--- config.mk ---
export PLATFORM = sky130hd
export DESIGN_NAME = carry_select_adder
export DESIGN_NICKNAME = d
export VERILOG_FILES = /design/src/rtl/carry_select_adder.sv
export SDC_FILE = /design/constraint.sdc
export NUM_CORES = 1
export LEC_CHECK = 0
export ABC_AREA = 1
export CORE_UTILIZATION = 36
export CTS_CLUSTER_DIAMETER = 150
export DETAILED_ROUTE_END_ITERATION = 10
export GPL_TIMING_DRIVEN = 0
export PLACE_DENSITY = 0.77
export SLEW_MARGIN = 20
export SYNTH_ARGS = -nofsm -noshare
export SYNTH_HDL_FRONTEND = slang
export SYNTH_SLANG_ARGS = --single-unit
--- constraint.sdc ---
create_clock -name clk -period 0.8 [get_ports clk]
set_input_delay 0.08 -clock clk [delete_from_list [all_inputs] [get_ports clk]]
set_output_delay 0.08 -clock clk [all_outputs]
set_load 0.01 [all_outputs]
--- src/rtl/carry_select_adder.sv ---
// carry_select_adder: registered WIDTH-bit two's-complement/unsigned adder
// built as a carry-select chain of BLOCK-bit ripple blocks.
//   clk  - rising-edge clock
//   rst  - asynchronous active-high reset, clears all outputs
//   a, b - operands
//   cin  - carry-in
//   sum  - registered (a + b + cin) mod 2^WIDTH
//   cout - registered carry out of bit WIDTH-1
//   of   - registered signed overflow (carry into MSB ^ carry out of MSB)
module carry_select_adder #(
  parameter int WIDTH = 32,
  parameter int BLOCK = 4
) (
  input  logic             clk,
  input  logic             rst,
  input  logic [WIDTH-1:0] a,
  input  logic [WIDTH-1:0] b,
  input  logic             cin,
  output logic [WIDTH-1:0] sum,
  output logic             cout,
  output logic             of
);

  localparam int NBLK = WIDTH / BLOCK;

  if (WIDTH % BLOCK != 0) begin : g_bad_block
    $error("carry_select_adder: WIDTH must be a multiple of BLOCK");
  end

  logic [WIDTH-1:0] sum_c;   // combinational sum
  logic [NBLK:1]    bc;      // selected carry out of each block
  logic             msb_c;   // carry into bit WIDTH-1

  for (genvar k = 0; k < NBLK; k++) begin : g_blk
    logic [BLOCK-1:0] x, y;
    assign x = a[k*BLOCK +: BLOCK];
    assign y = b[k*BLOCK +: BLOCK];

    if (k == 0) begin : g_rc
      // Block 0 sees cin directly, so a single ripple chain suffices.
      logic [BLOCK:0]   c;
      logic [BLOCK-1:0] s;
      always_comb begin
        c    = '0;
        s    = '0;
        c[0] = cin;
        for (int unsigned i = 0; i < BLOCK; i++) begin
          s[i]   = x[i] ^ y[i] ^ c[i];
          c[i+1] = (x[i] & y[i]) | (c[i] & (x[i] ^ y[i]));
        end
      end
      assign sum_c[BLOCK-1:0] = s;
      assign bc[1]            = c[BLOCK];
      if (NBLK == 1) begin : g_last
        assign msb_c = c[BLOCK-1];
      end
    end else begin : g_cs
      // Both carry-in hypotheses are precomputed; the incoming block carry
      // only steers the mux, keeping the critical path one mux per block.
      logic [BLOCK:0]   c0, c1;
      logic [BLOCK-1:0] s0, s1;
      always_comb begin
        c0    = '0;
        c1    = '0;
        s0    = '0;
        s1    = '0;
        c1[0] = 1'b1;
        for (int unsigned i = 0; i < BLOCK; i++) begin
          s0[i]   = x[i] ^ y[i] ^ c0[i];
          c0[i+1] = (x[i] & y[i]) | (c0[i] & (x[i] ^ y[i]));
          s1[i]   = x[i] ^ y[i] ^ c1[i];
          c1[i+1] = (x[i] & y[i]) | (c1[i] & (x[i] ^ y[i]));
        end
      end
      assign sum_c[k*BLOCK +: BLOCK] = bc[k] ? s1 : s0;
      assign bc[k+1]                 = bc[k] ? c1[BLOCK] : c0[BLOCK];
      if (k == NBLK - 1) begin : g_last
        assign msb_c = bc[k] ? c1[BLOCK-1] : c0[BLOCK-1];
      end
    end
  end

  always_ff @(posedge clk or posedge rst) begin
    if (rst) begin
      sum  <= '0;
      cout <= 1'b0;
      of   <= 1'b0;
    end else begin
      sum  <= sum_c;
      cout <= bc[NBLK];
      of   <= msb_c ^ bc[NBLK];
    end
  end

endmodule

# Word level (Yosys, flattened, before mapping)
# Cells that the tools add are included.
# word_totals
ram_bits	0
elab_cells	235
regBits	34
output_inout_bits	34
memories	0
latchBits	0
rom_bits	0
# classes
bitwise_logic	217
multipliers	0
magnitude_cmp	0
n_addsub	0
muxes	15
eq_ne	0
shift	0
n_reduce_logical	0
div_mod_pow	0
# ops
op	n
$xor A1 B1 Y1	79
$and A1 B1 Y1	78
$or A1 B1 Y1	53
$mux W4	7
$mux W1	8
$not A1 Y1	7

# Depth between registers and ports, before layout
# depth
ltp_word	17
depth_mapped	54

# Worst setup path before layout
# OpenSTA, ideal clock, no wires.
# synth_path
path_type	input to register
startpoint	input port a[0]
endpoint	register sum[31]
n_path_buf	0
stages	45
arrival_time_ps	9867
path_slack_ps	-9131
cell_sequence	fa_1 -> fa_1 -> inv_1 -> fa_1 -> inv_1 -> fa_1 -> nand2_1 -> nand2_1 -> fa_1 -> fa_1 -> inv_1 -> fa_1 -> o21ai_1 -> fa_1 -> fa_1 -> inv_1 -> fa_1 -> o21ai_0 -> (+9 left out) -> fa_1 -> nand2_1 -> nand2_1 -> fa_1 -> fa_1 -> fa_1 -> nand2_1 -> nand2_1 -> fa_1 -> fa_1 -> fa_1 -> nand2_1 -> nand2_1 -> fa_1 -> fa_1 -> inv_1 -> fa_1 -> inv_1
# synth_via
elab_chain_cells	16
word_cells_on_any_way	17
cone_classes	mux: 7; bitwise: 10
# synth_lines
element	line	source
from (decl)	16	input logic [WIDTH-1:0] a,
$xor A1 B1 Y1	49	c[i+1] = (x[i] & y[i]) | (c[i] & (x[i] ^ y[i]));
$and A1 B1 Y1	49	
$or A1 B1 Y1 (*)	49	
$and A1 B1 Y1 (*)	49	
$or A1 B1 Y1 (*)	49	
$and A1 B1 Y1 (*)	49	
$or A1 B1 Y1 (*)	49	
$and A1 B1 Y1 (*)	49	
$or A1 B1 Y1 (*)	49	
$mux W1 (*) (6 in series)	76	assign bc[k+1] = bc[k] ? c1[BLOCK] : c0[BLOCK];
$mux W4 (*)	75	assign sum_c[k*BLOCK +: BLOCK] = bc[k] ? s1 : s0;
net sum_c[31]	30	logic [WIDTH-1:0] sum_c;
to (signal assigned)	89	sum <= sum_c;
to (decl)	19	output logic [WIDTH-1:0] sum,
# The timed path passes the listed nets; every way through them passes the cells marked *.

# Final worst setup path
# Same ends and word-level chain as after synthesis.

==> impl_metrics.yaml <==
global_route:
  antenna_found_initial: 0
  grt_max_degree: 35
  grt_pass1_vias: 1393
  grt_pass1_wl_mm: 6.02
  grt_use_total_pct: 15.0
  grt.overflow.total: 0
logic_synthesis:
  seq_area_frac_synth_pct: 44.4
  yosysTopAreaCellShare_pct: 44.4
  synth_area_leaders: "dfrtp_1 (44%), fa_1 (26%), inv_1 (12%)"
  ys_ff_latch: 34
  synth_area_um2: 1920
  synth_cells: 176
  synth_nets: 282
  yosysWarnings: 0
  synth_top_cell_by_area: "dfrtp_1"
  synth_area_per_cell_um2: 10.9
  synth_cell_types: 7
routing:
  drt_iter0_drc: 45
  ant_nets: 0
  wirelength_mm: 3.89
  wl_per_cell_um: 10.8
  dr.pass1.iters: 6
  viasPerCell: 3.99
  drc: 0
  dr_total_vias: 1437
cells_and_area:
  drive_gt1_share_pct: 35.2
  finalInstanceArea_um2: 3160
  layout_common_cells: "clkdlybuf4s50_1 (61), inv_1 (46), dfrtp_1 (34), nand2_1 (31), fa_2 (25)"
  antenna_cells: 0
  final_common_cell: "clkdlybuf4s50_1"
  finalNonFillerCells: 360
  nets: 395
  area_delta_synth_final_pct: 65.1
  finalCoreUtilization_pct: 61.9
timing:
  fin_ws_ps: -8660
  rsz0062_at_grt: "true"
  setup_viol: 67
  slew_violations: 0
  fmax_ghz: 0.106
  worst_pin_slew_ps: 408
  holdWs_ps: 78.6
  fin_setup_tns_ps: -148840
  post-route-min-period_ps: 9460
  timing.final.crit_share_pct: 1180
  final_hold_viol_count: 0
  slew_headroom_pct: 72.8
pwr:
  power_density_nw_per_um2: 1730
  p_int_mw: 3.94
  switchingPower_mw: 1.53
  leakage_nw: 1.60
  swShare_pct: 28.0
  pwr-share-clk_pct: 28.1
  power_frac_seq_pct: 39.2
  total_power_mw: 5.47
  vdd_drop_max_mv: 0.863
  comb_power_share_pct: 32.8
die:
  die_w_um: 74.9
  die_h_um: 74.9
  pin_count: 101
  std_cell_rows: 26
  core_area_um2: 5110
  dieArea_um2: 5620
  start_util_pct: 37.5
worst_setup_path:
  arrival_ps: 9690
  end_kind: "flip-flop"
  crit_top_cell: "fa_2"
  required_ps: 1030
  critPathMaxStageDelay_ps: 420
  slowest_stage: "fa_2"
  start_kind: "input pin"
  worstSetupPathType: "in -> reg"
  worstPathMaxFanout: 3
clock_network:
  clk_path_buf_depth: 2
  htree_levels: 2
  cts_buffers: 5
  cts_sinks: 34
  cts_tree: "done"
  clkTransAtPathRegs_ps: 70
  cts_hold_buf: 0
  cts_root_buf: "clkbuf_8"
run_status:
  failed_checks: "setup timing"
  status: "finished with violations"
place:
  dp_worst_setup_slack_ps: -9390
  placed_cells: 346
  dpl_cell_area_um2: 3070
  io_buffer_count: 100
  routabilityCongestion: 0.756
  dp.final_hpwl_mm: 3.15
worst_hold_path:
  holdCritPathClass: "in -> reg"
job:
  drv_cap: 0
## flip-flops by register name (all words and copies together), names as in the netlist
name / cells
of: 1
sum: 32
cout: 1
## power groups by stage
| stage | Sequential (mW) | Clock (mW) | Combinational [mW] |
|---|---|---|---|
| 2_1_floorplan | 2.35 | 0 | 0.538 |
| 3_3_place_gp | 2.16 | 0 | 1.87 |
| 3_5_place_dp | 2.17 | 0 | 1.93 |
| 4_1_cts | 2.13 | 1.59 | 1.70 |
| 5_1_grt | 2.17 | 1.66 | 2.03 |
| 6_report | 2.14 | 1.54 | 1.79 |
## worst max-delay path, delay by kind of cell
kind                     cells  cell delay [ps]
adder cells (fa/ha/maj)     25             8230
AO/OA/AOI/OAI                2              130
buffers and inverters        9              560
AND/OR/NAND/NOR             10              660
## cells in the mapped netlist
cell type and instances:
dfrtp_1 34, fa_1 25, ha_1 14, inv_1 60, nand2_1 41, o21ai_0 1, o21ai_1 1
## cell type report
class	instances	area, µm²
sequential	34	851
tap	70	87.6
timing repair buffer	105	943
fill	435	1950
clock inverter	3	40.0
timing repair inverter	1	7.51
clock buffer	5	68.8
multi-input combinational	82	935
inverter	60	229
## routing by layer
| layer | GRT usage, % | vias to the layer above | share of wire, % |
|---|---|---|---|
| met5 | 0 | - | 0 |
| met4 | 6.29 | 0 | 1.5 |
| met3 | 6.29 | 4 | 9.7 |
| met2 | 27.3 | 56 | 56 |
| met1 | 14.8 | 670 | 33 |
| li1 | - | 707 | - |
## path summary, 6_finish.rpt
kind,from,cells after the start,end
min in group asynchronous,rst,2,of
min,cin,2,sum[0]
max,a[0],46,sum[31]
max in group asynchronous,rst,2,sum[8]
## timing repair
item / 4_1_cts / 5_1_grt
setup buffers: 4 / 1
endpoints found under the hold margin: 0 / 0
gates cloned: 0 / 1
pin swaps: 37 / 33
setup endpoints to repair: 68 / 101
resized for setup: 165 / 20
## cells by family (layout without fill, tap and decap cells)
group,count (synthesis),after routing,share of synthesized area [%]
flip-flops,34,34,44.4
AND/OR/NAND/NOR,41,41,8.03
buffers and inverters,60,174,11.8
adder cells (fa/ha/maj),39,39,35.3
AO/OA/AOI/OAI,2,2,0.522
Note: power is estimated with default switching activity, not from simulation.
